**src/rtl/opentdc_wb_multi.sv**
```systemverilog
// Multi-channel rising-edge timestamper with one-shot pulse output behind a Wishbone slave.
// WB ack one clock after request, no wait states, never back-to-back; pin edge to valid in 3 clocks.
module opentdc_wb_multi #(
   parameter int NCHAN     = 5,
   parameter int TW        = 32,
   parameter int PULSE_LEN = 4
) (
   input  logic             wb_clk_i,
   input  logic             wb_rst_i,
   input  logic             wbs_stb_i,
   input  logic             wbs_cyc_i,
   input  logic             wbs_we_i,
   input  logic [3:0]       wbs_sel_i,
   input  logic [31:0]      wbs_dat_i,
   input  logic [31:0]      wbs_adr_i,
   output logic             wbs_ack_o,
   output logic [31:0]      wbs_dat_o,
   input  logic [NCHAN-1:0] inp_i,
   input  logic             rst_time_n_i,
   output logic             out0_o,
   output logic             oen_o,
   output logic             irq_o
);
   localparam logic [7:0] PLEN_M1 = 8'(PULSE_LEN - 1);

   logic             ack_q;
   logic [31:0]      dat_q;
   logic [NCHAN-1:0] en_q;
   logic             oe_en_q;
   logic             oen_q;
   logic             irq_q;
   logic [TW-1:0]    time_q;
   logic [TW-1:0]    out_time_q;
   logic             armed_q;
   logic             out0_q;
   logic [7:0]       pcnt_q;
   logic [1:0]       rt_sync_q;
   logic [NCHAN-1:0] s1_q, s2_q, s3_q;
   logic [NCHAN-1:0] valid_q, ovr_q;
   logic [TW-1:0]    cap_q [NCHAN];

   logic             req, wr, rd;
   logic [5:0]       idx;
   logic [31:0]      wmask;
   logic [31:0]      rdata;
   logic             time_clr;
   logic [TW-1:0]    time_d;
   logic             pulse_start;
   logic [NCHAN-1:0] hit, rd_clr, en_wd;
   logic             oe_wd;
   logic [TW-1:0]    ot_wd;
   logic             unused_ok;

   assign req   = wbs_stb_i & wbs_cyc_i & ~ack_q;
   assign wr    = req & wbs_we_i;
   assign rd    = req & ~wbs_we_i;
   assign idx   = wbs_adr_i[7:2];
   assign wmask = {{8{wbs_sel_i[3]}}, {8{wbs_sel_i[2]}}, {8{wbs_sel_i[1]}}, {8{wbs_sel_i[0]}}};

   assign en_wd = (en_q & ~wmask[NCHAN-1:0]) | (wbs_dat_i[NCHAN-1:0] & wmask[NCHAN-1:0]);
   assign oe_wd = wbs_sel_i[2] ? wbs_dat_i[16] : oe_en_q;
   assign ot_wd = (out_time_q & ~wmask[TW-1:0]) | (wbs_dat_i[TW-1:0] & wmask[TW-1:0]);

   assign time_clr = wr && (idx == 6'd0) && wbs_sel_i[3] && wbs_dat_i[31];
   assign time_d   = (~rt_sync_q[1] | time_clr) ? '0 : time_q + TW'(1);

   // Timestamp is the counter value in the cycle the capture becomes visible.
   assign hit         = s2_q & ~s3_q & en_q;
   assign pulse_start = armed_q & ~out0_q & (time_q == out_time_q);

   assign unused_ok = ^{wbs_adr_i[31:8], wbs_adr_i[1:0], wbs_dat_i, wmask};

   always_comb begin
      rd_clr = '0;
      for (int i = 0; i < NCHAN; i++)
         rd_clr[i] = rd && (idx == 6'(4 + i));
   end

   always_comb begin
      rdata = '0;
      case (idx)
         6'd0: begin
            rdata[NCHAN-1:0] = en_q;
            rdata[16]        = oe_en_q;
         end
         6'd1: rdata = 32'(time_q);
         6'd2: begin
            rdata[NCHAN-1:0]  = valid_q;
            rdata[16 +: NCHAN] = ovr_q;
         end
         6'd3: rdata = 32'(out_time_q);
         default: begin
            for (int i = 0; i < NCHAN; i++)
               if (idx == 6'(4 + i)) rdata = 32'(cap_q[i]);
         end
      endcase
   end

   always_ff @(posedge wb_clk_i) begin
      if (wb_rst_i) begin
         ack_q      <= 1'b0;
         dat_q      <= '0;
         en_q       <= '0;
         oe_en_q    <= 1'b0;
         oen_q      <= 1'b1;
         irq_q      <= 1'b0;
         time_q     <= '0;
         out_time_q <= '0;
         armed_q    <= 1'b0;
         out0_q     <= 1'b0;
         pcnt_q     <= '0;
         rt_sync_q  <= '0;
         s1_q       <= '0;
         s2_q       <= '0;
         s3_q       <= '0;
         valid_q    <= '0;
         ovr_q      <= '0;
         for (int i = 0; i < NCHAN; i++) cap_q[i] <= '0;
      end else begin
         ack_q     <= req;
         dat_q     <= rd ? rdata : '0;
         rt_sync_q <= {rt_sync_q[0], rst_time_n_i};
         s1_q      <= inp_i;
         s2_q      <= s1_q;
         s3_q      <= s2_q;
         time_q    <= time_d;
         oen_q     <= ~oe_en_q;
         irq_q     <= |(valid_q & en_q);

         if (wr && idx == 6'd0) begin
            en_q    <= en_wd;
            oe_en_q <= oe_wd;
         end

         // A write landing on the start cycle re-arms for the new target.
         if (wr && idx == 6'd3) begin
            out_time_q <= ot_wd;
            armed_q    <= 1'b1;
         end else if (pulse_start) begin
            armed_q <= 1'b0;
         end

         if (pulse_start) begin
            out0_q <= 1'b1;
            pcnt_q <= PLEN_M1;
         end else if (out0_q) begin
            if (pcnt_q == 8'd0) out0_q <= 1'b0;
            else                pcnt_q <= pcnt_q - 8'd1;
         end

         for (int i = 0; i < NCHAN; i++) begin
            if (hit[i] && (!valid_q[i] || rd_clr[i])) begin
               cap_q[i]   <= time_d;
               valid_q[i] <= 1'b1;
               ovr_q[i]   <= 1'b0;
            end else if (hit[i]) begin
               ovr_q[i] <= 1'b1;
            end else if (rd_clr[i]) begin
               valid_q[i] <= 1'b0;
               ovr_q[i]   <= 1'b0;
            end
         end
      end
   end

   assign wbs_ack_o = ack_q;
   assign wbs_dat_o = dat_q;
   assign out0_o    = out0_q;
   assign oen_o     = oen_q;
   assign irq_o     = irq_q;

endmodule

```
**config.mk**
```make
export PLATFORM = sky130hd
export DESIGN_NAME = opentdc_wb_multi
export DESIGN_NICKNAME = d
export VERILOG_FILES = /design/src/rtl/opentdc_wb_multi.sv
export SDC_FILE = /design/constraint.sdc
export NUM_CORES = 1
export LEC_CHECK = 0
export ABC_AREA = 1
export CORE_AREA = 4 4 197 199
export CTS_CLUSTER_DIAMETER = 80
export DETAILED_ROUTE_END_ITERATION = 16
export DIE_AREA = 0 0 201 203
export GPL_TIMING_DRIVEN = 1
export HOLD_SLACK_MARGIN = 0.08
export PLACE_DENSITY = 0.56
export SLEW_MARGIN = 30
export SYNTH_ARGS = -nofsm -noshare
export SYNTH_HDL_FRONTEND = slang
export SYNTH_SLANG_ARGS = --single-unit
export TNS_END_PERCENT = 1
```
**constraint.sdc**
```tcl
create_clock -name wb_clk_i -period 2.8 [get_ports wb_clk_i]
set_input_delay 0.28 -clock wb_clk_i [delete_from_list [all_inputs] [get_ports wb_clk_i]]
set_output_delay 0.28 -clock wb_clk_i [all_outputs]
set_load 0.01 [all_outputs]
```
======== Word-level counts from Yosys, hierarchy flattened ========
Memory sizes are Yosys's and may differ from the RTL's.
Index checks and enable logic that the tools add are counted.
Widths: inputs -> output; s select.
operators by class
  bitwise gates (word level) .............. 31
  add/subtract/negate cells ............... 2
  mux-type cells .......................... 61
  reduce and logical (&&, ||, !) cells .... 55
  equal/unequal tests ..................... 15
operators with widths
  kind                   count
  $mux 32                11
  $pmux 11 s3            2
  $and 32x32->32         2
  $mux 1                 42
  $add 32x1->32 const B  1
  $eq 32x32->1           1
  $not 32->32            1
  $or 32x32->32          1
  $and 5x5->5            5
  $eq 6x3->1 const B     4
  $reduce_bool 2->1      12
  $pmux 5 s4             1
  $pmux 4 s4             1
  $reduce_and 2->1       8
  $reduce_or 2->1        8
  $logic_and 1x1->1      14
  $eq 6x2->1 const B     2
  $ne 2x1->1 const B     5
  $not 5->5              2
  $logic_not 8->1        1
  $sub 8x1->8 const B    1
  $not 1->1              7
  $and 1x1->1            6
  $eq 6x1->1 const B     1
  10 further kinds       25
word-level totals
  memories ................................ 1
  output and inout port bits .............. 36
  bits in writable memories ............... 160
  register bits ........................... 142
  logic and storage cells ................. 191
  input bits .............................. 79
memories
  memory  depth  bits a word  rd ports  clocked after memory_dff  wr ports  line  text
  cap_q   5      32           5         0                         5         40    logic [TW-1:0] cap_q [NCHAN];

======== Depth between registers and ports, before layout ========
Gate-level depths: netlist of run 1.
  depth in word-level cells ............... 10
  gate-level depth with buffers ........... 11
  depth with buffers taken out ............ 11

======== Least setup slack after synthesis of run 1 ========
No wires, ideal clock.
  path kind ............................... input port to flip-flop
  start point ............................. in wb_rst_i
  end point ............................... mem cap_q[3][4] (netlist: cap_q[0][100]) (enable)
  data required time ...................... 2.317 ns
  stages on the path ...................... 5
  setup time .............................. 0.483 ns
  path buffers ............................ 3
  arrival ................................. 1.667 ns
  setup slack ............................. 0.650 ns
  path through ............................ buf_2 > inv_1 > clkbuf_1 > clkbuf_1 > nand2_1
RTL lines
  item         line  text
  from (decl)  9     input logic wb_rst_i,
  to (decl)    40

==> impl_results.md, run 1 <==
- Status: finished, final reports clean
- Cells after DPL: 1969
- Yosys warning total: 0
- Longest Clk Path Bufs: 3
- Synthesized area: roughly 0.013 mm²
- Worst Tran Pin Value: 0.7472 ns
- Ant. Diodes: 0
- Cell accounting for the most synthesized area: edfxtp_1
- Routability cong.: about 0.9
- XOR/XNOR Fraction of Synth Area: under 10%
- Die X-Extent: roughly 200 µm
- Critical Path RT: 3.13 ns
- Clock Pin Slew Worst Setup and Hold Paths: 0.06 ns
- VDD IR max: ~280 µV
- FF-to-FF path depth: 9
- CP startpoint: time_q[0]$_SDFF_PP0_
- CP endpoint kind: register
- Arrival time worst endpoint: approximately 2.8 ns
- R2r endpoint: cap_q[0][58]$_DFFE_PP_
- Setup-failing EPs final: 0
- Filler cell count: between 3000 and 4000
- Mux cell area share after synthesis: 0%
- Grt ovf: 0
- First-pass GRT wire length: between 50000 and 60000 µm
- Min Hold Slack: 0.2859 ns
- Top-Level Pins: about 120
- Worst Setup EP: cap_q[0][58]$_DFFE_PP_
- CTS buffer count: 35
- Fin nets: 1614
- Post-Route WL: between 30000 and 40000 µm
- DR vias: about 10000
- Flop2flop setup slack: ~0.33 ns
- Largest net degree at the start of global routing: 62
- Hpwl dp: about 25000 µm
- Share of cells above drive strength 1: between 7 and 8%
- Initial Util: between 30 and 40%
- Initial antenna violation count: 0
- Area share of the largest cell type after synthesis: 37.30%
- Crit-path max FO: 5
- # hold bufs at CTS: 0
- Row count: 71
- CTS tree: done
- Vias per cell: 4.955
- Slew Viols, Final: 0
- Die area: roughly 0.041 mm²
- Leading cell types in the layout, fill and taps excluded: nand2_1, nor2_1, inv_1
- TNS Setup: 0 ns
- Hold Crit Class: input port to register
- Synthesized-area fraction occupied by adder cells: less than 1%
- Number of global-route vias before repair: slightly below 10000
- Clock tree sinks: 302
- Number of H-tree levels: 2
- Setup bufs post-CTS: 0
- Post-Synth Simple-Gate Area: ~18%
- Seq/Total Area, Yosys: between 50% and 60%
- Drt pass-1 iters: 6
- PortBufs: 88
- Max-cap violations: 0
- DRT antenna net count: 0
- Area grow syn2layout: 19.79%
- Worst Clk Skew: around 0.019 ns
- # DRC: 0
- PostCTS Resize Cnt: 0
- Pleak: between 5 and 6 nW
- Post-layout min period: about 2.5 ns
- Compound-Gate Fraction of Synth Area: about 13%
- Count of unique library cells instantiated by Yosys: 37
- Peak Freq: between 400 and 500 MHz
- Root buf cell: clkbuf_16
- Final hold violation count: 0
- Layout Cells excl Fill: slightly above 2000
- Hold Crit Depth: 3
- CORE AREA: approximately 0.037 mm²
- Mapped Cells: around 1400
- Flops & latches, synth: 302
- Startpoint Class: register
- RSZ-0062 raised after global routing: false
- Post-synth net total: 1513
- Drt wl/cell: approximately 18 µm
- Clock latency at the later pin of the worst-skew pair: 0.51 ns
- Reg2reg start: time_q[0]$_SDFF_PP0_
- GRT Total Usage: between 10% and 20%
- Largest family of logic cells by synthesized area: simple AND/OR/NAND/NOR gates
- Ranking of synthesized cells by area: edfxtp_1, dfxtp_1, nand2_1, nor2_1, inv_1
- Synth Area per Inst: between 9 and 10 µm²
- Period utilization: about nine tenths
- P per Cell Area: a little over 600 mW/mm²
- Critical path type: register to register
- Normalized max-slew margin: 50.18%
- Die Span Y: 203 µm
- Initial DRC count: 580
- Commonest non-fill, non-tap cell in the layout: nand2_1
==> cell usage after synthesis <==
library cell	instances
nand2_1	263
nor2_1	201
inv_1	179
edfxtp_1	160
dfxtp_1	142
o21ai_0	98
a21oi_1	91
nand3_1	60
a31oi_1	28
o22ai_1	27
clkbuf_1	26
nor3_1	21
a21oi_2	20
buf_2	19
xnor2_1	14
o21ai_1	10
nand4_1	9
a22oi_1	8
xor2_1	7
buf_6	6
nor2_4	6
inv_2	5
o2111ai_1	5
buf_1	4
ha_1	3
nand2_2	3
nor2_2	3
nand3b_1	2
o221ai_1	2
o31ai_1	2
a221oi_1	1
buf_4	1
nand3_2	1
nand3b_2	1
nand4_2	1
nor3b_2	1
o211ai_1	1
==> critical path, stage by stage, from the launching register on <==
cell     delay, ns
dfxtp_1       0.42
ha_1          0.34
nand3_1       0.27
inv_1         0.18
nand2_1       0.15
nor2_1        0.41
nand2_1       0.11
nand2_1       0.07
nand3_1       0.10
a21oi_2       0.24
==> worst min path at each step <==
stage | startpoint | slack (ns) | end
2_1_floorplan | oe_en_q$_SDFFE_PP0P_ | 0.38 | oen_o$_SDFF_PP1_
3_5_place_dp | rt_sync_q[0]$_SDFF_PP0_ | 0.39 | rt_sync_q[1]$_SDFF_PP0_
3_3_place_gp | s1_q[2]$_SDFF_PP0_ | 0.39 | s2_q[2]$_SDFF_PP0_
5_1_grt | rst_time_n_i | 0.28 | rt_sync_q[0]$_SDFF_PP0_
4_1_cts | rst_time_n_i | 0.27 | rt_sync_q[0]$_SDFF_PP0_
6_report | rst_time_n_i | 0.29 | rt_sync_q[0]$_SDFF_PP0_
==> layer usage <==
layer | up-vias | wire length, µm | global-route usage [%]
met2 | 282 | 16900 | 28.85
met3 | 73 | 2043 | 2.907
met5 | - | 0 | 0
met4 | 0 | 1191 | 5.777
met1 | 4745 | 16920 | 24.23
li1 | 4969 | - | -
==> where the power goes <==
group | switching, mW | leakage [nW] | internal, mW | total (mW)
clock network | 1.72 | 0.519 | 2.54 | 4.25
registers | 0.0238 | 2.80 | 4.74 | 4.77
logic | 0.230 | 2.13 | 0.124 | 0.354
==> logic make-up after synthesis <==
group                    after synthesis
AO/OA/AOI/OAI                        293
XOR/XNOR                              21
adder cells (fa/ha/maj)                3
buffers and inverters                240
flip-flops                           302
AND/OR/NAND/NOR                      572
==> stage by stage <==
stage | setup slack [ns] | power (mW) | utilization, % | cell area [µm²]
after floorplan | 0.6499 | 5.018 | - | 12880
after global placement | 0.1847 | 5.214 | 38.59 | 14360
after detailed placement | 0.09287 | 5.219 | 38.59 | 14360
after CTS | 0.3898 | 9.494 | 41.45 | 15430
after global routing | 0.1842 | 9.705 | 41.45 | 15430
final | 0.3326 | 9.373 | 41.45 | 15430
==> layout make-up <==
| class | count | area (µm²) | area share, % |
|---|---|---|---|
| repair buffers | 120 | 1166 | 7.558 |
| clock buffers | 51 | 988.4 | 6.407 |
| clock inverters | 12 | 76.32 | 0.4947 |
| flip-flops and latches | 302 | 7647 | 49.57 |
| inverters | 184 | 690.7 | 4.477 |
| well taps | 474 | 593.1 | 3.844 |
| multi-input cells | 889 | 4267 | 27.65 |
Power figures use the tool's default switching activity.
==> run 2, diff against run 1 <==
--- a/config.mk
+++ b/config.mk
@@ -7,7 +7,6 @@
 export LEC_CHECK = 0
 export ABC_AREA = 1
 export CORE_AREA = 4 4 197 199
-export CTS_CLUSTER_DIAMETER = 80
 export DETAILED_ROUTE_END_ITERATION = 16
 export DIE_AREA = 0 0 201 203
 export GPL_TIMING_DRIVEN = 1
==> results of run 2 <==
No change in the layout: final DEF, timing and power equal those of run 1.
==> run 3, diff against run 2 <==
--- a/config.mk
+++ b/config.mk
@@ -12,7 +12,6 @@
 export GPL_TIMING_DRIVEN = 1
 export HOLD_SLACK_MARGIN = 0.08
 export PLACE_DENSITY = 0.56
-export SLEW_MARGIN = 30
 export SYNTH_ARGS = -nofsm -noshare
 export SYNTH_HDL_FRONTEND = slang
 export SYNTH_SLANG_ARGS = --single-unit
==> constraint.sdc (replaced) <==
create_clock -name wb_clk_i -period 3.2 [get_ports wb_clk_i]
set_input_delay 0.32 -clock wb_clk_i [delete_from_list [all_inputs] [get_ports wb_clk_i]]
set_output_delay 0.32 -clock wb_clk_i [all_outputs]
set_load 0.01 [all_outputs]
==> run 3 against run 2 <==
Non-clock buffer count fell by 6. Clock power fell by 8.9%. Combinational power fell by 13%. Critical endpoint is now cap_q[0][158]$_DFFE_PP_. Count of clock-buffer cells in the layout rose by 1. Critical path depth did not move. Sequential power fell by 13%. Final cell count fell by 0.34%. Final area rose by 0.13%. Wire length fell by 0.14%. Global-route usage rose by 0.32 points. Flip-flop and latch count did not move. Maximum frequency rose by 0.37%.
==> impl_results.md, run 3 (synthesis gave the netlist of run 1 again) <==
- Setup bufs post-CTS: 0 (unchanged)
- GRT Total Usage: 18.01% (+0.32 points)
- Largest net degree at the start of global routing: 63 (+1.6%)
- Die area: 0.04080 mm² (unchanged)
- CP startpoint: time_q[0]$_SDFF_PP0_
- Cells after DPL: 1963 (-0.30%)
- Max-cap violations: 0 (unchanged)
- CORE AREA: 0.03722 mm² (unchanged)
- Normalized max-slew margin: 51.38% (+1.2 points)
- Die X-Extent: 201 µm (unchanged)
- Crit-path max FO: 5 (unchanged)
- Clock latency at the later pin of the worst-skew pair: 0.51 ns (about the same)
- CTS tree: done
- TNS Setup: 0 ns (unchanged)
- Hold Crit Class: input port to register
- DR vias: 10090 (+0.25%)
- Drt wl/cell: 18.27 µm (+0.20%)
- Vias per cell: 4.985 (+0.59%)
- PostCTS Resize Cnt: 0 (unchanged)
- Pleak: 5.440 nW (about the same)
- Final hold violation count: 0 (unchanged)
- Hpwl dp: 24560 µm (-1.6%)
- Initial antenna violation count: 0 (unchanged)
- Initial DRC count: 649 (+12%)
- Setup-failing EPs final: 0 (unchanged)
- Worst Tran Pin Value: 0.7293 ns (-0.01799 ns)
- Setup WS post-layout: 0.7417 ns (+0.4090 ns)
- CTS buffer count: 35 (unchanged)
- PortBufs: 88 (unchanged)
- Worst Clk Skew: 0.01156 ns (-0.007056 ns)
- Leading cell types in the layout, fill and taps excluded: nand2_1, nor2_1, inv_1
- Root buf cell: clkbuf_16
- Critical Path RT: 3.53 ns (+0.40 ns)
- Layout Cells excl Fill: 2025 (-0.34%)
- Area grow syn2layout: 19.94%
- Period utilization: 76.82% (-11 points)
- Drt pass-1 iters: 5 (-1)
- Hold Path Origin: rst_time_n_i
- Post-Route Utilization: 41.50% (+0.054 points)
- RSZ-0062 raised after global routing: false
- VDD IR max: 355.0 µV (+25%)
- Critical path type: register to register
- Arrival time worst endpoint: 2.78 ns (-0.02 ns)
- Number of global-route vias before repair: 9931 (+2.8%)
- Share of cells above drive strength 1: 7.544% (-0.030 points)
- DRT antenna net count: 0 (unchanged)
- CP endpoint kind: register
- Clock tree sinks: 302 (unchanged)
- Clock Pin Slew Worst Setup and Hold Paths: 0.06 ns (about the same)
- Grt ovf: 0 (unchanged)
- Startpoint Class: register
- Pre-CTS WS: 0.4767 ns (+0.3838 ns)
- Number of H-tree levels: 2 (unchanged)
- P per Cell Area: 540.8 mW/mm² (-11%)
- First-pass GRT wire length: 57300 µm (+1.7%)
- Post-Route WL: 37010 µm (-0.14%)
- Min Hold Slack: 0.3253 ns (+0.03942 ns)
- Initial Util: 34.60% (unchanged)
- Slew Viols, Final: 0 (unchanged)
- Fin nets: 1608 (-0.37%)
- Status: finished, final reports clean
- Peak Freq: 406.8 MHz (+0.37%)
- Reg2reg start: time_q[0]$_SDFF_PP0_
- Longest Clk Path Bufs: 3 (unchanged)
- # DRC: 0 (unchanged)
- Ant. Diodes: 0 (unchanged)
- Routability cong.: 0.9624 (+5.0%)
- Post-layout min period: 2.458 ns (-0.009032 ns)
- Design area: 0.01545 mm² (+0.13%)
- Commonest non-fill, non-tap cell in the layout: nand2_1
- # hold bufs at CTS: 0 (unchanged)
- Die Span Y: 203 µm (unchanged)
- Top-Level Pins: 115 (unchanged)
- Dpl cell area: 0.01433 mm² (-0.23%)
- Row count: 71 (unchanged)
- Pwr Total: 8.354 mW (-11%)
## run 3: cell count changes in the layout (fill, tap and decap cells not counted), sizes merged
cell,previous run,this run
buf,33,27
clkinv,11,5
clkinvlp,0,3
bufinv,1,2
clkbuf,51,52
## run 3: worst paths after layout
path / to / slack [ns] / depth (start not counted)
worst min register to register: s2_q[2]$_SDFF_PP0_ / 0.40 / 2
worst max-delay path: cap_q[0][158]$_DFFE_PP_ / 0.74 / 9
worst min-delay path: rt_sync_q[0]$_SDFF_PP0_ / 0.33 / 3
worst max register to register: cap_q[0][158]$_DFFE_PP_ / 0.74 / 9
## run 3: layout make-up
| cell class | count | area [µm²] |
|---|---|---|
| Sequential cell | 302 | 7647 |
| Clock inverter | 10 | 105.1 |
| Clock buffer | 52 | 1012 |
| Inverter | 184 | 690.7 |
| Timing Repair Buffer | 114 | 1134 |
| Tap cell | 474 | 593.1 |
| Multi-Input combinational cell | 889 | 4267 |
| Fill cell | 3640 | 21770 |
## run 3: worst max-delay path, cell delays in order (launching register included)
cell     delay [ns]
dfxtp_1        0.39
ha_1           0.32
nand3_1        0.24
nor2_1         0.19
nand2_1        0.21
nor2_1         0.39
nand3_1        0.13
nand2_1        0.08
nand2_1        0.08
a21oi_2        0.23
## run 3: report_power, final
part	total [mW]	switching [mW]	internal (mW)	leakage, nW
clock network	3.87	1.53	2.35	0.535
registers	4.17	0.0210	4.15	2.80
logic	0.308	0.199	0.109	2.11
total	8.35	1.75	6.61	5.44
## run 3: routing by layer
metal / vias to the layer above / GRT usage, % / routed length [µm]
li1: 4948 / - / -
met3: 66 / 2.971 / 2145
met1: 4808 / 24.37 / 16680
met5: - / 0 / 0
met4: 0 / 5.629 / 1149
met2: 272 / 29.82 / 17030
==> edit (config.mk and constraints of run 1) <==
The parameter `NCHAN` goes from 5 to 6.
--- a/src/rtl/opentdc_wb_multi.sv
+++ b/src/rtl/opentdc_wb_multi.sv
@@ -3,3 +3,3 @@
 module opentdc_wb_multi #(
-   parameter int NCHAN     = 5,
+   parameter int NCHAN     = 6,
    parameter int TW        = 32,
Interface: changed (resized inp_i); port bits go from 115 to 116. The function was not compared with the original's and may differ.
==> edit against run 1 <==
  * Clock skew is 0.0036 ns lower
  * Clock power is 12% higher
  * Routed wire length up 25%
  * Combinational power rose by 7.3%
  * Count of clock-buffer cells in the layout up 11
  * Sequential cell count rose by 38
  * Synthesized cell count up 25%
  * Setup slack better by 0.12 ns
  * Area after synthesis rose by 19%
  * Power increased by 13%
  * Cell area rose by 17%
==> edit: results (changes against run 1) <==
Setup path
  – Worst r2r src: time_q[1]$_SDFF_PP0_
  – Worst Setup EP: cap_q[2][30]$_SDFFCE_PN0P_
  – R2R depth: 10 (+1)
  – Reg2reg setup slack: 0.45 ns (+0.12 ns)

Cells and area
  – # nets final: 1989 (+23%)
  – Layout cells sized above 1: 9.09% (+1.5 points)
  – FILL cells: 3648 (+0.082%)

Yosys
  – Compound-Gate Fraction of Synth Area: 5.79% (-7.2 points)
  – Post-synthesis xor/xnor area fraction: 1.09% (-0.34 points)
  – EDFF count, synth: 192 (+20%)
  – Sequential area share after synthesis: 57.1% (-2.3 points)
  – Syn Inst Count: 1794 (+25%)
  – Top post-synthesis cells by area: edfxtp_1 (38%), dfxtp_1 (19%), nor2_1 (9.3%)

CTS
  – Worst-skew pair later-pin latency: 0.54 ns (+0.03 ns)

Place
  – Dpl cells: 2339 (+19%)
  – Pre-CTS setup slack: 0.206 ns (+0.114 ns)
  – Post-DP HPWL: 33.5 mm (+34%)

Power
  – Maximum VDD drop: 0.000464 V (+63%)
  – Gate power share: 3.6% (-0.2 points)
  – Pwr Total: 10600 uW (+13%)
  – Clk pwr share: 45.2% (-0.2 points)
  – Cell internal pwr: 8290 uW (+12%)
  – Leakage power: 0.00683 uW (+25%)

Outcome
  – Status: finished, final reports clean

Routing
  – Initial DRT Pass Iterations: 5 (-1)
  – Met1 WL: 21.0 mm (+24%)
  – 1st-iter DRT viols: 1062 (+83%)
  – Met3 wire length: 2.88 mm (+41%)
  – Vias per Instance: 5.13 (+3.5%)

GRT
  – Largest net degree at the start of global routing: 43 (-31%)
  – GRT Util Overall: 22.6% (+5.0 points)
  – Global-route wire length before repair: 71.1 mm (+26%)

Timing
  – Hold_ws: 0.218 ns (-0.0684 ns)
==> edit: kinds of logic (layout without fill, tap and decap cells) <==
| family | Yosys count | count (layout) |
|---|---|---|
| adders and majority gates | 3 | 3 |
| DFF | 340 | 340 |
| buffers and inverters | 280 | 422 |
| AOI/OAI and AO/OA | 171 | 171 |
| xor gates and xnor gates | 19 | 19 |
| and+or+nand+nor | 981 | 981 |
==> edit: area by class of cell <==
type	instances	area, um2	share of cell area, %
Clock buffer	62	1130	6.27
Tap cell	474	593	3.28
Inverter	207	777	4.30
Clock inverter	9	52.6	0.291
Sequential cell	340	8730	48.3
Multi-Input combinational cell	1174	5430	30.0
Timing Repair Buffer	144	1370	7.60
==> edit: layer usage <==
layer,track usage (%),up-vias
met5,0,-
met4,8.26,0
met3,2.97,82
met2,35.6,398
met1,32.3,5854
li1,-,6023
